### src/rtl/alu_seq_pkg.sv
// ---------------------------------------------------------------------------
// alu_seq_pkg
//   Shared definitions for the ALU command sequencer: sequencer state
//   encoding, ALU opcodes and the datapath width.
// ---------------------------------------------------------------------------
package alu_seq_pkg;

  localparam int DW = 5;

  typedef enum logic [1:0] {
    S_IDLE = 2'b00,
    S_EXEC = 2'b01,
    S_DONE = 2'b10
  } state_t;

  typedef enum logic {
    OP_AND = 1'b0,
    OP_ROL = 1'b1
  } op_t;

endpackage

### src/rtl/alu_seq_ctrl_alu.sv
// ---------------------------------------------------------------------------
// alu_seq_ctrl_alu
//   Purely combinational 5-bit AND / rotate-left ALU.
//   Ports:
//     i_a, i_b  : operands (DW bits)
//     i_op      : 0 = AND, 1 = ROL (rotate i_a left by i_b[2:0])
//     o_r       : result
//     o_cf      : carry flag, always 0 (no operation produces a carry)
//     o_sf      : sign flag, MSB of the result
//     o_zf      : zero flag, result == 0
// ---------------------------------------------------------------------------
module alu_seq_ctrl_alu
  import alu_seq_pkg::*;
(
  input  logic [DW-1:0] i_a,
  input  logic [DW-1:0] i_b,
  input  logic          i_op,
  output logic [DW-1:0] o_r,
  output logic          o_cf,
  output logic          o_sf,
  output logic          o_zf
);

  logic [2:0]      w_amt;
  logic [2*DW-1:0] w_dbl;
  logic [DW-1:0]   w_rot;

  // A 5-bit rotation is periodic in 5, so amounts 5..7 fold onto 0..2.
  // Shifting a doubled copy of the operand leaves the rotated word in the
  // upper half.
  always_comb begin
    w_amt = (i_b[2:0] >= 3'd5) ? (i_b[2:0] - 3'd5) : i_b[2:0];
    w_dbl = {i_a, i_a} << w_amt;
    w_rot = w_dbl[2*DW-1:DW];
  end

  assign o_r  = (i_op == OP_ROL) ? w_rot : (i_a & i_b);
  assign o_cf = 1'b0;
  assign o_sf = o_r[DW-1];
  assign o_zf = (o_r == '0);

endmodule

### src/rtl/alu_seq_ctrl.sv
// ---------------------------------------------------------------------------
// alu_seq_ctrl
//   Command sequencer around the 5-bit AND/ROL ALU. Accepts one command per
//   cmd handshake, applies the operation cmd_iter+1 times feeding the result
//   back as the next A operand, then holds the final result and flags on the
//   rsp port until the consumer accepts it.
//   Ports:
//     clk, rst_n            : clock, asynchronous active-low reset
//     cmd_valid/cmd_ready   : command handshake (ready only in IDLE)
//     cmd_a, cmd_b, cmd_op  : initial A operand, constant B operand, opcode
//     cmd_iter              : iteration count minus one
//     rsp_valid/rsp_ready   : response handshake (valid only in DONE)
//     rsp_r                 : final result
//     rsp_cf/sf/zf          : ALU flags of the last iteration
//     rsp_zseen             : ZF seen on any iteration of this command
//     busy                  : sequencer is not IDLE
// ---------------------------------------------------------------------------
module alu_seq_ctrl
  import alu_seq_pkg::*;
#(
  parameter int ITER_W = 3
) (
  input  logic              clk,
  input  logic              rst_n,
  input  logic              cmd_valid,
  output logic              cmd_ready,
  input  logic [DW-1:0]     cmd_a,
  input  logic [DW-1:0]     cmd_b,
  input  logic              cmd_op,
  input  logic [ITER_W-1:0] cmd_iter,
  output logic              rsp_valid,
  input  logic              rsp_ready,
  output logic [DW-1:0]     rsp_r,
  output logic              rsp_cf,
  output logic              rsp_sf,
  output logic              rsp_zf,
  output logic              rsp_zseen,
  output logic              busy
);

  state_t            r_state;
  state_t            w_next;
  logic [DW-1:0]     r_acc;
  logic [DW-1:0]     r_b;
  logic              r_op;
  logic [ITER_W-1:0] r_cnt;
  logic              r_cf;
  logic              r_sf;
  logic              r_zf;
  logic              r_zseen;

  logic [DW-1:0]     w_r;
  logic              w_cf;
  logic              w_sf;
  logic              w_zf;

  alu_seq_ctrl_alu u_alu (
    .i_a  (r_acc),
    .i_b  (r_b),
    .i_op (r_op),
    .o_r  (w_r),
    .o_cf (w_cf),
    .o_sf (w_sf),
    .o_zf (w_zf)
  );

  // NOTE: sequential state uses non-blocking assignments so every register
  // samples the pre-edge values, independent of statement order.
  always_ff @(posedge clk or negedge rst_n) begin
    if (!rst_n) r_state <= S_IDLE;
    else        r_state <= w_next;
  end

  // NOTE: w_next is given its hold value before the case so no path leaves
  // it unassigned, which would otherwise infer a latch.
  always_comb begin
    w_next = r_state;
    unique case (r_state)
      S_IDLE: if (cmd_valid)      w_next = S_EXEC;
      S_EXEC: if (r_cnt == '0)    w_next = S_DONE;
      S_DONE: if (rsp_ready)      w_next = S_IDLE;
      default:                    w_next = S_IDLE;
    endcase
  end

  // NOTE: every datapath register is reset, not just the FSM, because the
  // response outputs are observed directly and must read zero after reset.
  always_ff @(posedge clk or negedge rst_n) begin
    if (!rst_n) begin
      r_acc   <= '0;
      r_b     <= '0;
      r_op    <= OP_AND;
      r_cnt   <= '0;
      r_cf    <= 1'b0;
      r_sf    <= 1'b0;
      r_zf    <= 1'b0;
      r_zseen <= 1'b0;
    end else begin
      unique case (r_state)
        S_IDLE: begin
          if (cmd_valid) begin
            r_acc   <= cmd_a;
            r_b     <= cmd_b;
            r_op    <= cmd_op;
            r_cnt   <= cmd_iter;
            r_zseen <= 1'b0;
          end
        end
        S_EXEC: begin
          r_acc   <= w_r;
          r_cf    <= w_cf;
          r_sf    <= w_sf;
          r_zf    <= w_zf;
          r_zseen <= r_zseen | w_zf;
          // The last iteration leaves cnt at zero instead of wrapping.
          if (r_cnt != '0) r_cnt <= r_cnt - ITER_W'(1);
        end
        default: ;
      endcase
    end
  end

  // Handshake and status outputs decode registered state only.
  assign cmd_ready = (r_state == S_IDLE);
  assign rsp_valid = (r_state == S_DONE);
  assign busy      = (r_state != S_IDLE);

  assign rsp_r     = r_acc;
  assign rsp_cf    = r_cf;
  assign rsp_sf    = r_sf;
  assign rsp_zf    = r_zf;
  assign rsp_zseen = r_zseen;

endmodule

### config.mk
export PLATFORM = sky130hd
export DESIGN_NAME = alu_seq_ctrl
export DESIGN_NICKNAME = d
export VERILOG_FILES = /design/src/rtl/alu_seq_pkg.sv /design/src/rtl/alu_seq_ctrl_alu.sv /design/src/rtl/alu_seq_ctrl.sv
export SDC_FILE = /design/constraint.sdc
export NUM_CORES = 1
export LEC_CHECK = 0
export CAP_MARGIN = 20
export CORE_UTILIZATION = 45
export CTS_CLUSTER_SIZE = 16
export DETAILED_ROUTE_END_ITERATION = 10
export HOLD_SLACK_MARGIN = 0.03
export PLACE_DENSITY = 0.75
export SLEW_MARGIN = 5
export SYNTH_ARGS = -nofsm -noshare
export SYNTH_HDL_FRONTEND = slang
export SYNTH_SLANG_ARGS = --single-unit
### constraint.sdc
create_clock -name clk -period 3.3 [get_ports clk]
set_input_delay 0.825 -clock clk [delete_from_list [all_inputs] [get_ports clk]]
set_output_delay 0.825 -clock clk [all_outputs]
set_load 0.01 [all_outputs]
Word-level counts from Yosys, hierarchy flattened --
Cells that the tools add are included.
Word-level totals: register bits 19, input bits 18, output and inout bits 12, word-level logic and storage cells 43
Cells by class: $add $sub $neg 2, order comparisons 1, eq/ne operators 6, shifts and indexed selects 1, mux-type cells 13, bitwise logic cells 2, reductions and logical operators 10
Operators with widths (number):
- $mux 5 | 2
- $pmux 5 s2 | 1
- $shl 10x3->10 | 1
- $mux 3 | 3
- $mux 2 | 3
- $ne 2x2->1 const B | 3
- $pmux 2 s3 | 1
- $pmux 3 s2 | 1
- $reduce_and 3->1 | 2
- $and 5x5->5 | 1
- $logic_not 5->1 | 1
- $reduce_and 2->1 | 2
- $reduce_bool 2->1 | 2
- $ge 3x3->1 const B | 1
- $logic_not 3->1 | 1
- $reduce_bool 3->1 | 1
- $sub 3x1->3 const B | 1
- $sub 3x3->3 const B | 1
- $eq 2x1->1 const B | 1
- $eq 2x2->1 const B | 1
- $logic_not 2->1 | 1
- $ne 2x1->1 const B | 1
- $pmux 1 s2 | 1
- $mux 1 | 1
- $or 1x1->1 | 1

Logic depth before layout (Yosys ltp) --
depth after elaboration 7, gate-level depth with buffers 11, depth with buffers taken out 9

Modules after synthesis --
A second synthesis with hierarchy kept.
Second synthesis, totals: cells, all modules 160, area total of the unflattened synthesis 1520.2 um^2
By module, submodules not included:
- alu_seq_ctrl | instances 1, cells each 85, area an instance 954.7 um^2, seq. area each 500.5 um^2
- alu_seq_ctrl_alu | instances 1, cells each 75, area an instance 565.5 um^2, seq. area each 0.0 um^2

Least setup slack after synthesis --
No wires, ideal clock.
path kind register to register, start point reg r_b[1], end point reg r_zf, in the netlist rsp_zf, library setup time 0.064 ns, arrival time 2.220 ns, data required time 3.236 ns, setup slack 1.016 ns, cell stages (with the launch flop) 11, buffers on the path 1, period minus slack after synthesis 2.284 ns, cells stage by stage dfrtp_1 -> buf_2 -> inv_1 -> ha_1 -> o21a_4 -> xnor2_2 -> mux2_2 -> o21ai_1 -> a32oi_1 -> nor4_2 -> a21o_1
On the way: word-level cells in the longest chain between the ends 5, elaborated cells between the ends (all ways) 7, classes of those cells 1 x add/sub; 1 x order compare; 1 x shift; 2 x mux; 1 x bitwise; 1 x reduce/logical
RTL lines:
- from (decl) | line alu_seq_ctrl.sv:44 | logic [DW-1:0] r_b;
- from (signal assigned) | line alu_seq_ctrl.sv:103 | r_b <= cmd_b;
- $sub 3x3->3 or $ge 3x3->1 (tied branches) | line alu_seq_ctrl_alu.sv:32 | w_amt = (i_b[2:0] >= 3'd5) ? (i_b[2:0] - 3'd5) : i_b[2:0];
- $mux 3 | line alu_seq_ctrl_alu.sv:32
- $shl 10x3->10 | line alu_seq_ctrl_alu.sv:33 | w_dbl = {i_a, i_a} << w_amt;
- $mux 5 (*) | line alu_seq_ctrl_alu.sv:37 | assign o_r = (i_op == OP_ROL) ? w_rot : (i_a & i_b);
- $logic_not 5->1 (*) | line alu_seq_ctrl_alu.sv:40 | assign o_zf = (o_r == '0);
- to (signal assigned) | line alu_seq_ctrl.sv:113 | r_zf <= w_zf;
- to (decl) | line alu_seq_ctrl.sv:49 | logic r_zf;
Every way passes the cells marked *; elsewhere a longest branch is shown, timed or not. A chain may end at the register's enable or synchronous reset.

Worst setup path in the final report --
start point reg r_b[0], end point reg r_zseen, in the netlist rsp_zseen
On the way: word-level cells in the longest chain between the ends 7, elaborated cells between the ends (all ways) 9, classes of those cells 1 x add/sub; 1 x order compare; 1 x shift; 3 x mux; 2 x bitwise; 1 x reduce/logical
RTL lines:
- $sub 3x3->3 or $ge 3x3->1 (tied branches) | line alu_seq_ctrl_alu.sv:32
- $mux 3 | line alu_seq_ctrl_alu.sv:32
- $shl 10x3->10 | line alu_seq_ctrl_alu.sv:33
- $mux 5 (*) | line alu_seq_ctrl_alu.sv:37
- $logic_not 5->1 (*) | line alu_seq_ctrl_alu.sv:40
- $or 1x1->1 (*) | line alu_seq_ctrl.sv:114 | r_zseen <= r_zseen | w_zf;
- $pmux 1 s2 (*) | line alu_seq_ctrl.sv:99 | unique case (r_state)
- to (signal assigned) | line alu_seq_ctrl.sv:114
- to (decl) | line alu_seq_ctrl.sv:50 | logic r_zseen;
Marked as above.

==> results_dict.tcl <==
set metrics [dict create \
    yosysSeqAreaShare 0.324 \
    cp.arrival_ns 3.08 \
    rsz0062_at_grt "no" \
    yosys-top-cells-count "nand2_1 (34), dfrtp_1 (19), a21oi_1 (9), inv_1 (9), nor2_1 (9)" \
    final_core_utilization 0.573 \
    syn_area_sq_um 1470 \
    stdcell_area_sq_um 1760 \
    clk_root_buffer_cell "clkbuf_4" \
    globalRouteOverflowTotal 0 \
    crit_path_frequent_cell "a21oi_1" \
    status "finished, final reports clean" \
    yosys.area.top_type "dfrtp_1" \
    wl_per_cell_microns 15.0 \
    tns_ns 0 \
    clock_latency_ns 0.31 \
    p_leak_uw 0.000757 \
    viasPerCell 5.94 \
    p_int_uw 978 \
    r2r_end "rsp_zseen" \
    fmax_mhz 347 \
    finalCritPeriodShare 0.872 \
    synth_top_area_frac 0.324 \
    cts_tree "done" \
    power_density_nw_per_um2 1120 \
    cp-end-kind "flip-flop" \
    start_kind "flip-flop" \
    pwr-share-clk 0.060 \
    hold_path_depth 1 \
    p_sw_uw 1000 \
    power_frac_seq 0.288 \
    drt-initial-drc-count 84 \
    start_util 0.477 \
    synth_nets 205 \
    die_y_microns 59.1 \
    synth.most_common_cell "nand2_1" \
    cts_resized 0 \
    ioPinCount 30 \
    synth_cell_types 49 \
    placed_area_sq_um 1740 \
    drv_slew 0 \
    maxSlewHeadroom 0.431 \
    syn_area_per_cell_sq_um 8.02 \
    clock_sinks 19 \
    r2r_slack_ns 0.42 \
    top_layer_used "met4" \
    clk_pin_slew_worst_paths_ns 0.11 \
    groute.usage.overall 0.228 \
    grt_pass1_vias 1336 \
    postSynth.asyncResetShare 1.00 \
    drtAntennaViolNets 0 \
    ys_ff_latch 19 \
    dp_hpwl_microns 2670 \
    synth_cells 183 \
    dr_wl_met3_microns 271 \
    p_total_uw 1980 \
    hp-class "flip-flop to flip-flop" \
    fin_hold_ws_ns 0.504 \
    met2WireLength_microns 1800 \
    r2r_cells 8 \
    drtPass1Iterations 4 \
    path_class "flip-flop to flip-flop" \
    clockBufferDepth 2 \
    synth-edff-count 0 \
    drive_gt1_frac 0.0650 \
    cts_htree_levels 1 \
    routedLengthMet1_microns 1500 \
    syn2layout_area_growth_pct 20.1 \
    slowest_delay_ns 0.66 \
    cp_slowest_cell "dfrtp_1" \
    post_cts_buffers 0 \
    finalHoldViolCount 0 \
    path_max_fanout 15 \
    p_comb_frac 0.652 \
    path_cells "inv_2 -> ha_1 -> a21oi_1 -> a21oi_1 -> a211o_1 -> a32oi_1 -> nor4_2 -> a21o_1" \
    irDropWorstVdd_uv 452 \
    dieArea_sq_um 3490 \
    final.min_clock_period_ns 2.88 \
    required_ns 3.50 \
    cts_buffers 3 \
    drt_wl_total_microns 3650 \
    grt_max_degree 20 \
    drv_cap 0 \
    num_rows 20 \
    place.gp.congestion 0.963 \
    antenna_cells 0 \
    grt_first_pass_wirelength_microns 6060 \
    whs_endpoint "rsp_zf" \
    antenna_found_initial 0 \
    worstMarginPinSlew_ns 0.850 \
    skew_ns 0.0105 \
    worstHoldStart "rsp_zf" \
    ys_warn_count 0 \
    synthTopCellsByArea "dfrtp_1 (32%), nand2_1 (8.7%), ha_1 (3.4%)" \
    io_buffers 28 \
    cts_hold_buf 0 \
    fp.dieW_microns 59.1 \
    vias 1450 \
    nets 223 \
    rr_startpoint "r_b[0]" \
    synth_ff_type "dfrtp_1" \
    setup_viol 0 \
    drc 0 \
    coreArea_sq_um 3080 \
    p_sw_frac 0.506 \
]
## how the worst max path moves through the flow
stage / end / startpoint / slack, ns
after floorplan: rsp_zf / r_b[1] / 1.02
after global placement: rsp_zf / r_b[0] / 0.65
after detailed placement: rsp_zseen / r_b[0] / 0.57
after CTS: rsp_zseen / r_b[0] / 0.52
after global routing: rsp_zseen / r_b[0] / 0.32
final: rsp_zseen / r_b[0] / 0.42
## cell usage in the layout (no fill, tap or decap), types with 4 or more instances in the layout
cell             count
nand3_1              4
clkdlybuf4s50_1     28
nor3_1               8
o21ai_0              7
nand2_1             34
inv_1                9
mux2i_1              4
ha_1                 4
dfrtp_1             19
a21o_1               4
nor2_1               9
a21oi_1              9
a211oi_1             6
## critical path: cells and delay by family, from the launching register on
kind / cells / cell delay, ns
AOI/OAI and AO/OA: 5 / 1.42
DFF: 1 / 0.66
adders and majority gates: 1 / 0.39
buffers and inverters: 1 / 0.20
and+or+nand+nor: 1 / 0.10
## layer usage
layer  track usage  up-vias
li1              -      692
met1         0.289      678
met2         0.381       73
met3        0.0328        7
met4         0.109        0
met5             0        -
## flip-flops by register name, indices dropped and copies added, names as in the netlist
| register | count |
|---|---|
| r_cnt | 3 |
| r_state | 2 |
| rsp_sf | 1 |
| rsp_zseen | 1 |
| r_b | 5 |
| rsp_r | 5 |
| r_op | 1 |
| rsp_zf | 1 |
## power by group through the flow
stage | registers [uW] | logic (uW) | clock network, uW
floorplan | 436 | 1060 | 0
global placement | 559 | 1250 | 0
detailed placement | 565 | 1270 | 0
CTS | 561 | 1280 | 126
global route | 588 | 1430 | 136
finish | 571 | 1290 | 118
## stage by stage
step / instances / worst slack (ns)
after global routing: 244 / 0.317
after CTS: 244 / 0.520
after detailed placement: 240 / 0.565
after global placement: 240 / 0.646
final: 244 / 0.422
after floorplan: 183 / 1.02
## logic make-up (layout without fill, tap and decap cells)
family	after synthesis	after routing	synth area share
simple gates	70	70	0.226
compound gates	56	56	0.279
buf+inv	25	42	0.0716
flops	19	19	0.324
mux	5	5	0.0350
fa+ha+maj	4	4	0.0341
xor+xnor	3	3	0.0281
other cells	1	1	0.00256
## area by class of cell
cell class / instances / area, sq um
clock buffers: 3 / 22.5
clock inverters: 1 / 5.00
fillers: 283 / 1320
inverters: 10 / 37.5
multi-input cells: 139 / 887
flip-flops and latches: 19 / 475
well taps: 44 / 55.1
repair buffers: 28 / 280
(Power assumes the default switching activity.)
